`src/rtl/ram_arb_pkg.sv`:
```
// Shared types and default sizing for the two-port RAM arbiter.
package ram_arb_pkg;

  localparam int unsigned ADDR_W_DEF    = 5;
  localparam int unsigned DATA_W_DEF    = 8;
  localparam int unsigned BURST_MAX_DEF = 4;
  localparam int unsigned BCNT_W        = 4;

  typedef enum logic [1:0] {
    IDLE = 2'd0,
    OWN0 = 2'd1,
    OWN1 = 2'd2
  } arb_state_e;

  // Read return tag: which port issued a read still in flight.
  typedef struct packed {
    logic vld;
    logic port;
  } rd_tag_t;

endpackage

```
`src/rtl/ram_arb_rd_pipe.sv`:
```
// Read-return routing: tracks reads through RAM command and data latency
// and steers ram_rd_data to the issuing port as a one-cycle valid pulse.
module ram_arb_rd_pipe
  import ram_arb_pkg::*;
#(
  parameter int unsigned DATA_W = DATA_W_DEF
) (
  input  logic              clk_i,
  input  logic              rst_ni,
  input  logic              rd_issue_i,
  input  logic              rd_port_i,
  input  logic [DATA_W-1:0] ram_rd_data_i,
  output logic              rvalid0_o,
  output logic              rvalid1_o,
  output logic [DATA_W-1:0] rdata0_o,
  output logic [DATA_W-1:0] rdata1_o
);

  rd_tag_t           s1_q, s2_q;
  logic              rv0_q, rv1_q;
  logic [DATA_W-1:0] rd0_q, rd1_q;

  // Stage 1 aligns with the registered RAM command, stage 2 with RAM data.
  always_ff @(posedge clk_i) begin
    if (!rst_ni) begin
      s1_q  <= '0;
      s2_q  <= '0;
      rv0_q <= 1'b0;
      rv1_q <= 1'b0;
      rd0_q <= '0;
      rd1_q <= '0;
    end else begin
      s1_q.vld  <= rd_issue_i;
      s1_q.port <= rd_port_i;
      s2_q      <= s1_q;
      rv0_q     <= s2_q.vld && !s2_q.port;
      rv1_q     <= s2_q.vld && s2_q.port;
      if (s2_q.vld && !s2_q.port) rd0_q <= ram_rd_data_i;
      if (s2_q.vld && s2_q.port)  rd1_q <= ram_rd_data_i;
    end
  end

  assign rvalid0_o = rv0_q;
  assign rvalid1_o = rv1_q;
  assign rdata0_o  = rd0_q;
  assign rdata1_o  = rd1_q;

endmodule

```
`src/rtl/ram_arbiter.sv`:
```
// Two-port arbiter onto a single 1-cycle-latency RAM with burst-limited
// ownership, same-cycle grants and registered RAM command outputs.
module ram_arbiter
  import ram_arb_pkg::*;
#(
  parameter int unsigned ADDR_W    = ADDR_W_DEF,
  parameter int unsigned DATA_W    = DATA_W_DEF,
  parameter int unsigned BURST_MAX = BURST_MAX_DEF
) (
  input  logic              sys_clk,
  input  logic              sys_rst_n,
  input  logic              req0,
  input  logic              req1,
  input  logic              we0,
  input  logic              we1,
  input  logic [ADDR_W-1:0] addr0,
  input  logic [ADDR_W-1:0] addr1,
  input  logic [DATA_W-1:0] wdata0,
  input  logic [DATA_W-1:0] wdata1,
  output logic              gnt0,
  output logic              gnt1,
  output logic              rvalid0,
  output logic              rvalid1,
  output logic [DATA_W-1:0] rdata0,
  output logic [DATA_W-1:0] rdata1,
  output logic              ram_en,
  output logic              ram_we,
  output logic [ADDR_W-1:0] ram_addr,
  output logic [DATA_W-1:0] ram_wr_data,
  input  logic [DATA_W-1:0] ram_rd_data
);

  localparam logic [BCNT_W-1:0] BURST_LIM = BCNT_W'(BURST_MAX);
  localparam logic [BCNT_W-1:0] BCNT_SAT  = '1;

  arb_state_e        state_q, state_d;
  logic [BCNT_W-1:0] bcnt_q, bcnt_d;
  logic              last_q;
  logic              ram_en_q, ram_we_q;
  logic [ADDR_W-1:0] ram_addr_q;
  logic [DATA_W-1:0] ram_wd_q;

  logic              gnt_any;
  logic              sel_we;
  logic [ADDR_W-1:0] sel_addr;
  logic [DATA_W-1:0] sel_wdata;

  function automatic logic [BCNT_W-1:0] bcnt_inc(input logic [BCNT_W-1:0] c);
    return (c == BCNT_SAT) ? c : c + 1'b1;
  endfunction

  always_comb begin
    gnt0    = 1'b0;
    gnt1    = 1'b0;
    state_d = state_q;
    bcnt_d  = bcnt_q;
    if (sys_rst_n) begin
      unique case (state_q)
        IDLE: begin
          // On contention the port that did not own the RAM last goes first.
          if (req0 && (!req1 || last_q)) begin
            gnt0    = 1'b1;
            state_d = OWN0;
            bcnt_d  = BCNT_W'(1);
          end else if (req1) begin
            gnt1    = 1'b1;
            state_d = OWN1;
            bcnt_d  = BCNT_W'(1);
          end
        end
        OWN0: begin
          if (req0 && (bcnt_q < BURST_LIM || !req1)) begin
            gnt0   = 1'b1;
            bcnt_d = bcnt_inc(bcnt_q);
          end else if (req1) begin
            gnt1    = 1'b1;
            state_d = OWN1;
            bcnt_d  = BCNT_W'(1);
          end else begin
            state_d = IDLE;
            bcnt_d  = '0;
          end
        end
        OWN1: begin
          if (req1 && (bcnt_q < BURST_LIM || !req0)) begin
            gnt1   = 1'b1;
            bcnt_d = bcnt_inc(bcnt_q);
          end else if (req0) begin
            gnt0    = 1'b1;
            state_d = OWN0;
            bcnt_d  = BCNT_W'(1);
          end else begin
            state_d = IDLE;
            bcnt_d  = '0;
          end
        end
        default: begin
          state_d = IDLE;
          bcnt_d  = '0;
        end
      endcase
    end
  end

  assign gnt_any   = gnt0 | gnt1;
  assign sel_we    = gnt1 ? we1    : we0;
  assign sel_addr  = gnt1 ? addr1  : addr0;
  assign sel_wdata = gnt1 ? wdata1 : wdata0;

  always_ff @(posedge sys_clk) begin
    if (!sys_rst_n) begin
      state_q    <= IDLE;
      bcnt_q     <= '0;
      last_q     <= 1'b1;
      ram_en_q   <= 1'b0;
      ram_we_q   <= 1'b0;
      ram_addr_q <= '0;
      ram_wd_q   <= '0;
    end else begin
      state_q <= state_d;
      bcnt_q  <= bcnt_d;
      if (gnt_any) begin
        last_q     <= gnt1;
        ram_en_q   <= 1'b1;
        ram_we_q   <= sel_we;
        ram_addr_q <= sel_addr;
        ram_wd_q   <= sel_wdata;
      end else begin
        ram_en_q <= 1'b0;
        ram_we_q <= 1'b0;
      end
    end
  end

  assign ram_en      = ram_en_q;
  assign ram_we      = ram_we_q;
  assign ram_addr    = ram_addr_q;
  assign ram_wr_data = ram_wd_q;

  ram_arb_rd_pipe #(
    .DATA_W (DATA_W)
  ) u_rd_pipe (
    .clk_i         (sys_clk),
    .rst_ni        (sys_rst_n),
    .rd_issue_i    (gnt_any && !sel_we),
    .rd_port_i     (gnt1),
    .ram_rd_data_i (ram_rd_data),
    .rvalid0_o     (rvalid0),
    .rvalid1_o     (rvalid1),
    .rdata0_o      (rdata0),
    .rdata1_o      (rdata1)
  );

endmodule

```
`config.mk`:
```
export PLATFORM = sky130hd
export DESIGN_NAME = ram_arbiter
export DESIGN_NICKNAME = d
export VERILOG_FILES = /design/src/rtl/ram_arb_pkg.sv /design/src/rtl/ram_arb_rd_pipe.sv /design/src/rtl/ram_arbiter.sv
export SDC_FILE = /design/constraint.sdc
export NUM_CORES = 1
export LEC_CHECK = 0
export CORE_UTILIZATION = 35
export CTS_CLUSTER_SIZE = 14
export DETAILED_ROUTE_END_ITERATION = 7
export GPL_TIMING_DRIVEN = 0
export PLACE_DENSITY_LB_ADDON = 0.12
export SLEW_MARGIN = 40
export SYNTH_ARGS = -nofsm -noshare
export SYNTH_HDL_FRONTEND = slang
export SYNTH_SLANG_ARGS = --single-unit
export TNS_END_PERCENT = 100
```
`constraint.sdc`:
```
create_clock -name sys_clk -period 5.3 [get_ports sys_clk]
set_clock_uncertainty 0.05 [all_clocks]
set_input_delay 1.06 -clock sys_clk [delete_from_list [all_inputs] [get_ports sys_clk]]
set_output_delay 1.06 -clock sys_clk [all_outputs]
set_load 0.02 [all_outputs]
```
==> results of run 1 <==
## where the power goes
part           internal, mW  total [mW]  switching, mW  leakage (nW)
Combinational        0.0868       0.171         0.0843         0.618
Clock                 0.140       0.250          0.110        0.0552
Sequential            0.352       0.363         0.0109         0.360
Total                 0.579       0.784          0.205          1.03
## Yosys cell counts
library cell  count  area share
and3b_1           1      0.0045
o21ai_1           1      0.0026
a211o_1           1      0.0045
a22o_1            1      0.0045
or4_1             1      0.0038
o22ai_1           2      0.0064
ha_1              1      0.0064
a311oi_1          7       0.031
dfxtp_1          44        0.45
nor3b_1           2      0.0077
or3b_2            1      0.0045
buf_2             4       0.010
o21a_1            4       0.015
nand2_1          29       0.056
buf_4             1      0.0038
a311oi_2          6       0.046
a221oi_1          2      0.0090
and3_1            2      0.0064
inv_1            22       0.042
o21ai_0           6       0.015
o41ai_1          13       0.058
a21oi_1          31       0.079
nand3b_1          1      0.0038
o311ai_1          1      0.0045
nand2b_1          2      0.0064
nor2_1            5      0.0096
and2_1            3      0.0096
buf_6             3       0.017
clkbuf_1         11       0.021
a2bb2oi_1         1      0.0045
nand4_1           2      0.0064
nor2b_1           2      0.0064
buf_1             1      0.0019
and4bb_2          1      0.0064
or3_1             1      0.0032
nand3_1          12       0.031
## logic make-up after synthesis
| kind of cell | Yosys count | synth area share |
|---|---|---|
| AO/OA/AOI/OAI | 76 | 0.282 |
| AND/OR/NAND/NOR | 65 | 0.165 |
| flip-flops | 44 | 0.450 |
| buffers and inverters | 42 | 0.0966 |
| adder cells (fa/ha/maj) | 1 | 0.00640 |
## path summary, 6_finish.rpt
check                               start                            to  slack [ps]  depth (start not counted)
max reg2reg       state_q[1]$_SDFFE_PN0P_      ram_addr[3]$_SDFFE_PN0P_        3240                          6
min          u_rd_pipe.s1_q[0]$_SDFF_PN0_  u_rd_pipe.s2_q[0]$_SDFF_PN0_         390                          1
max                                  req1                          gnt0         800                          7
min reg2reg  u_rd_pipe.s1_q[0]$_SDFF_PN0_  u_rd_pipe.s2_q[0]$_SDFF_PN0_         390                          1
## routing by layer
layer	track usage	share of wire	vias to the layer above
li1	-	-	977
met1	0.206	0.45	896
met2	0.286	0.47	59
met3	0.0619	0.071	2
met4	0.0462	0.0056	0
met5	0	0	-
## state kept, by name, indices dropped and copies added, names as in the netlist
register and cells:
ram_addr 5, u_rd_pipe.s1_q 2, last_q 1, state_q 2
u_rd_pipe.rdata0_o 8, u_rd_pipe.rdata1_o 8, ram_en 1, ram_wr_data 8
u_rd_pipe.rvalid0_o 1, u_rd_pipe.rvalid1_o 1, u_rd_pipe.s2_q 2, bcnt_q 4
ram_we 1
## final cells by class
cell class	instances	area (um2)
inverters	22	82.6
plain buffers	20	106
clock inverters	2	35.0
flip-flops and latches	44	881
well taps	70	87.6
multi-input cells	142	886
fillers	507	2350
repair buffers	74	741
clock buffers	6	72.6
## worst max-delay path: cells and delay by family
family | cells | cell delay, ps
compound gates | 1 | 210
buf+inv | 4 | 1440
simple gates | 2 | 680
## placed cells by master, fill, tap and decap left out, types with 2 or more instances in the layout
cell,instances
buf_2,4
inv_1,22
and3_1,2
a21oi_1,31
a311oi_1,7
nand3_1,12
and2_1,3
nand2_1,29
clkbuf_1,12
nand2b_1,2
o21a_1,4
nor3b_1,2
a311oi_2,6
buf_6,3
dfxtp_1,44
nand4_1,2
nor2_1,5
o41ai_1,13
a221oi_1,2
o22ai_1,2
clkbuf_8,5
clkdlybuf4s50_1,74
o21ai_0,6
nor2b_1,2
## metrics by stage
step                cell area (um2)  power, mW  cells  setup WS (ps)  hold slack, ps
floorplan                      1960      0.460    228           2100             362
global placement               2780      0.541    372            822             364
detailed placement             2780      0.542    372            832             369
CTS                            2890      0.795    380            817             392
global route                   2890      0.828    380            674             428
finish                         2890      0.784    380            797             389
==> results_dict.tcl, run 1 <==
set metrics [dict create \
    outcome "complete, no violations" \
    clk_latency_ps 290 \
    hold_viol 0 \
    syn_area_um2 1960 \
    initial_core_util 0.373 \
    cts_num_sinks 44 \
    viasPerCell 5.09 \
    fin_util 0.552 \
    cp_max_fo 9 \
    p_per_area_nw_per_um2 271 \
    drive_gt1_frac 0.0742 \
    area_growth_pct 47.9 \
    leakagePower_nw 1.03 \
    die_h_um 76.8 \
    synth_warnings 0 \
    vdd_drop_max_mv 0.129 \
    yosysUniqueCellTypes 36 \
    insertedDiodeCount 0 \
    track_usage 0.171 \
    fmax_mhz 222 \
    setup_violations 0 \
    gr-total-overflow 0 \
    nets 350 \
    cp.required_ps 4190 \
    ys_ff_latch 44 \
    endpoint_kind "primary output" \
    synthCells 228 \
    crit_chain "clkdlybuf4s50_1 > or3b_2 > o311ai_1 > and2_1 > buf_2 > inv_1 > clkdlybuf4s50_1" \
    cts_root_buf "clkbuf_8" \
    die_area_um2 5890 \
    io_buffers 74 \
    io_pins 75 \
    grt_first_pass_wirelength_mm 8.10 \
    dp_hpwl_mm 3.57 \
    clk_pin_slew_ps 80 \
    slew_headroom 0.558 \
    critPathKind "in -> out" \
    drt-total-wl_mm 4.85 \
    grt_pass1_vias 1782 \
    cts_tree "yes" \
    worstSetupStartpointType "input pin" \
    vias 1934 \
    crit_arrival_ps 3390 \
    dr.pass1.iters 4 \
    drtIter0Drc 78 \
    fin_tns_setup_ps 0 \
    cts_hold_buffers 0 \
    syn_area_per_cell_um2 8.58 \
    worst_slew_pin_slew_ps 653 \
    drtAntennaViolNets 0 \
    die_w_um 76.8 \
    synth_nets 269 \
    grt_max_degree 14 \
    cp_slowest_stage_delay_ps 580 \
    clk_path_buf_depth 2 \
    min_period_ps 4500 \
    crit_slowest_cell "clkdlybuf4s50_1" \
    post-cts-setup-buffers 0 \
    htree_levels 2 \
    antenna_found_initial 0 \
    gp_congestion 0.745 \
    holdCritPathClass "reg -> reg" \
    drc 0 \
    num_rows 26 \
    cpMostUsedCell "clkdlybuf4s50_1" \
    rsz0062_at_grt "false" \
    numCtsBuffers 5 \
    routedWlPerCell_um 12.8 \
    cts-resized-gates 0 \
    post-route-period-util 0.850 \
    ys_seq_area_frac 0.450 \
    core_um2 5240 \
    maxCapViolCount 0 \
    drv_slew 0 \
]
Power figures use the tool's default switching activity.
==> run 2, diff against run 1 <==
==> constraint.sdc (replaced) <==
create_clock -name sys_clk -period 4.4 [get_ports sys_clk]
set_clock_uncertainty 0.05 [all_clocks]
set_input_delay 0.88 -clock sys_clk [delete_from_list [all_inputs] [get_ports sys_clk]]
set_output_delay 0.88 -clock sys_clk [all_outputs]
set_load 0.02 [all_outputs]
==> results of run 2 <==
The final DEF is identical to that of run 1. Status: complete, no violations.
Main changes from that run: setup slack after placement 832 ps -> 292 ps; setup slack after layout 797 ps -> 257 ps; register-to-register setup slack 3240 ps -> 2340 ps; total power 0.784 mW -> 0.944 mW; worst IR drop on VDD 0.129 mV -> 0.155 mV
==> RTL change 1: new RTL, flow settings as in run 2 <==
The 3 states of `arb_state_e` get a one-hot encoding in 3 bits.
--- a/src/rtl/ram_arb_pkg.sv
+++ b/src/rtl/ram_arb_pkg.sv
@@ -6,10 +6,10 @@
   localparam int unsigned BURST_MAX_DEF = 4;
   localparam int unsigned BCNT_W        = 4;
 
-  typedef enum logic [1:0] {
-    IDLE = 2'd0,
-    OWN0 = 2'd1,
-    OWN1 = 2'd2
+  typedef enum logic [2:0] {
+    IDLE = 3'b001,
+    OWN0 = 3'b010,
+    OWN1 = 3'b100
   } arb_state_e;
 
   // Read return tag: which port issued a read still in flight.
Function: same outputs for any inputs over 10 cycles, from zero or initial values and one cycle with sys_rst_n low; not proved beyond that.
==> RTL change 1 against run 2 <==
  * Non-clock buffer count down 7
  * Largest cell class unchanged
  * Worst setup slack better by 370 ps
  * Largest power group unchanged
  * Core utilization down 0.74 points
  * Sequential cell count up 1
  * Total power up 2.8%
  * Via count down 11%
  * Routed wire length down 8.0%
  * Final area down 1.9%
  * Synthesized area down 1.3%
==> RTL change 1: results (changes against run 2) <==
crit path DAT=2840 ps (was 3210 ps); GR Util met1=20.68% (was 20.63%); number of buffers added on ports=73 (was 74); DP Worst Slack=608.0 ps (was 291.9 ps); met3 Resource Use GR=5.868% (was 6.190%); DP Wirelength=3.345 mm (was 3.571 mm); top post-synthesis cells by count=dfxtp_1 (45), nand2_1 (29), a21oi_1 (21) (was dfxtp_1 (44), a21oi_1 (31), nand2_1 (29)); largest net degree at the start of global routing=15 (was 14); M2 GR Usage=26.67% (was 28.57%); worst IR drop on VDD=0.1545 mV (was 0.1550 mV); status=completed (unchanged); first-pass GRT wire length=7.665 mm (was 8.100 mm); Worst Path Max Fanout=10 (was 9); P_leak=1.095 nW (was 1.033 nW); Routed wire per std cell=12.15 µm (was 12.76 µm); GPL Wtd Cong=0.7753 (was 0.7454); Synth Net Count=257 (was 269); NumNets Final=337 (was 350); share of cells above drive strength 1=5.724% (was 7.419%); synth top area cells=dfxtp_1 (47%), mux2i_1 (7.3%), a21boi_0 (6.2%) (was dfxtp_1 (45%), a21oi_1 (7.9%), o41ai_1 (5.8%)); DRT iter0 DRCs=63 (was 78); Yosys cell types=39 (was 36); routed vias/inst=4.711 (was 5.089); Filler Cells Inserted=548 (was 507); vias in the first global route=1647 (was 1782); Global Route Usage Sum=16.36% (was 17.13%); r2r startpoint=bcnt_q[3] (was state_q[1]); FF-to-FF setup slack=2450 ps (was 2340 ps)
RTL change 1: report_power, final:
part | internal (mW) | switching (mW) | total, mW
combinational | 0.133 | 0.129 | 0.262
sequential | 0.442 | 0.0220 | 0.464
clock | 0.110 | 0.135 | 0.245
RTL change 1: kinds of logic (layout without fill, tap and decap cells):
family                   Yosys count  in the layout  share of synthesized area [%]
AO/OA/AOI/OAI                     68             68                          22.62
XOR/XNOR                           2              2                         0.9075
adder cells (fa/ha/maj)            1              1                         0.6480
buffers and inverters             22            103                          5.314
flip-flops                        45             45                          46.66
multiplexers                      14             14                          7.258
AND/OR/NAND/NOR                   64             64                          16.59
RTL change 1: how the worst min path moves through the flow:
| stage | startpoint | to | slack [ps] |
|---|---|---|---|
| global placement | u_rd_pipe.s1_q[0] | u_rd_pipe.s2_q[0] | 370 |
| finish | u_rd_pipe.s1_q[0] | u_rd_pipe.s2_q[0] | 390 |
| global route | u_rd_pipe.s1_q[0] | u_rd_pipe.s2_q[0] | 420 |
| floorplan | u_rd_pipe.s1_q[0] | u_rd_pipe.s2_q[0] | 360 |
| CTS | u_rd_pipe.s1_q[0] | u_rd_pipe.s2_q[0] | 390 |
| detailed placement | u_rd_pipe.s1_q[0] | u_rd_pipe.s2_q[0] | 370 |
RTL change 1: per-stage QoR:
stage          instance area [µm²]  total power, mW  hold WS [ps]  cells
2_1_floorplan                 1931           0.6189         361.9    216
3_3_place_gp                  2749           0.7359         370.6    359
3_5_place_dp                  2749           0.7361         372.7    359
4_1_cts                       2835           0.9858         391.1    367
5_1_grt                       2835            1.031         424.5    367
6_report                      2835           0.9708         390.3    367
RTL change 1: per-layer routing:
layer	part of all wire, %	vias to the layer above
li1	-	909
met1	48	759
met2	44	59
met3	7.1	2
met4	0.40	0
met5	0	-
RTL change 1: layout make-up:
type,count,area share (%)
Multi-Input combinational cell,149,32.70
Inverter,8,1.059
Timing Repair Buffer,73,25.77
Clock buffer,5,2.427
Buffer,14,2.560
Sequential cell,45,31.77
Clock inverter,3,0.6178
Tap cell,70,3.089
RTL change 1: critical path, stage by stage:
cell and delay [ps]:
clkdlybuf4s50_1 420, buf_2 200, a2111o_1 390, a21oi_1 280
clkdlybuf4s50_1 670
==> RTL change 2: new RTL, settings of run 2 <==
Without the edit above. Set the package constant `BCNT_W` to 3 (it was 4).
--- a/src/rtl/ram_arb_pkg.sv
+++ b/src/rtl/ram_arb_pkg.sv
@@ -4,7 +4,7 @@
   localparam int unsigned ADDR_W_DEF    = 5;
   localparam int unsigned DATA_W_DEF    = 8;
   localparam int unsigned BURST_MAX_DEF = 4;
-  localparam int unsigned BCNT_W        = 4;
+  localparam int unsigned BCNT_W        = 3;
 
   typedef enum logic [1:0] {
     IDLE = 2'd0,
Formal check against the unedited RTL: no difference found for any inputs over 10 cycles, from zero or initial values and one cycle with sys_rst_n low; that may be too few to reach the edited logic, so the function may still have changed.
==> RTL change 2 against run 2 <==
  * Final area shrank 5.6%
  * First-iteration DRC count shrank 2.6%
  * Sequential cell count shrank 1
  * Register-to-register slack gained 180 ps
  * Routed wire length shrank 13%
  * Synthesized area shrank 6.2%
  * Fmax grew 6.7%
  * Worst setup slack gained 260 ps
  * Total power shrank 12%
  * Critical path depth shrank 1
  * Count of clock-buffer cells in the layout grew 1
  * Critical path type unchanged
  * Largest cell class unchanged
==> RTL change 2: results (changes against run 2) <==
status=completed (unchanged); P_leak=1.004 nW (was 1.033 nW); NumNets Final=318 (was 350); share of cells above drive strength 1=6.835% (was 7.419%); r2r endpoint=ram_addr[0] (was ram_addr[3]); GPL Wtd Cong=0.7635 (was 0.7454); max_slew headroom=65.81% (was 55.78%); number of buffers added on ports=73 (was 74); Filler Cells Inserted=469 (was 507); worst IR drop on VDD=0.1941 mV (was 0.1550 mV); largest net degree at the start of global routing=13 (was 14); DRT iter0 DRCs=76 (was 78); vias in the first global route=1608 (was 1782); CP peak stage delay=~600 ps; sequential area share after synthesis=46.93% (was 45.04%); Worst Path Max Fanout=10 (was 9); first-pass GRT wire length=7.127 mm (was 8.100 mm); Worst Hold Depth=1 (unchanged); Synth Net Count=238 (was 269); synth top area cells=dfxtp_1 (47%), a21boi_0 (6.5%), nand2_1 (6.5%) (was dfxtp_1 (45%), a21oi_1 (7.9%), o41ai_1 (5.8%)); Yosys cell types=37 (was 36); FF-to-FF setup slack=2520 ps (was 2340 ps); routed vias/inst=4.762 (was 5.089); crit path DAT=2950 ps (was 3210 ps); top post-synthesis cells by count=dfxtp_1 (43), nand2_1 (32), a21boi_0 (16) (was dfxtp_1 (44), a21oi_1 (31), nand2_1 (29)); DP Wirelength=3.109 mm (was 3.571 mm); Routed wire per std cell=12.26 µm (was 12.76 µm); worst reg2reg path depth=5 (was 6); Global Route Usage Sum=16.72% (was 17.13%); clk root buf=clkbuf_8 (unchanged)
[RTL change 2: cell types whose count changed after synthesis, moves of 4 or more]
cell      change
a21oi_1      -25
a21boi_0     +16
inv_1        -14
o41ai_1      -13
o21a_1        +9
o221a_1       +8
a311oi_1      -7
a311oi_2      -6
o221a_2       +6
nand3_1       -4
[RTL change 2: layout make-up]
class / instances / area (µm²) / area share, %
well taps: 67 / 83.83 / 3.071
repair buffers: 73 / 730.7 / 26.76
clock buffers: 7 / 76.32 / 2.796
plain buffers: 16 / 80.08 / 2.933
multi-input cells: 130 / 863.3 / 31.62
flip-flops and latches: 43 / 860.8 / 31.53
inverters: 8 / 30.03 / 1.100
clock inverters: 1 / 5.005 / 0.1833
[RTL change 2: per-layer routing]
metal,share of wire [%],track usage [%],routed length [µm],vias to the layer above
met5,0,0,0,-
met4,0.95,4.403,40,0
met3,8.1,6.775,343,5
met2,43,26.53,1814,57
met1,48,21.06,2030,722
li1,-,-,-,859
[RTL change 2: stage by stage]
stage                     total power, mW  cells  instance area, µm²  setup WS (ps)  hold WS, ps
after global placement             0.6045    337                2649          510.9        364.9
after detailed placement           0.6055    337                2649          517.9        368.3
final                              0.8325    345                2730          517.8        386.1
after global routing               0.8821    345                2730          411.1        418.1
after CTS                          0.8442    345                2730          508.6        389.8
after floorplan                    0.5197    197                1834           1616        361.9
[RTL change 2: worst max path at each step]
stage,end,start,depth (start not counted),slack [ps]
after CTS,gnt1,sys_rst_n,6,510
after global routing,gnt1,sys_rst_n,6,410
final,gnt1,sys_rst_n,6,520
after global placement,gnt1,sys_rst_n,6,510
after detailed placement,gnt1,sys_rst_n,6,520
after floorplan,gnt0,req0,5,1620
[RTL change 2: logic make-up after synthesis]
logic type / Yosys count / synth area share (%)
simple gates: 59 / 14.87
compound gates: 67 / 29.67
flops: 43 / 46.93
fa+ha+maj: 1 / 0.6820
mux: 2 / 1.364
xor+xnor: 1 / 0.4776
buf+inv: 24 / 6.002
[RTL change 2: critical path, delay by kind of cell]
family,cells,cell delay (ps)
AO/OA/AOI/OAI,2,690
buffers and inverters,4,1380
[RTL change 2: report_power, final]
group	switching, mW	leakage, nW	internal (mW)
clock network	0.125	0.0422	0.111
logic	0.0781	0.608	0.0950
registers	0.0120	0.354	0.411
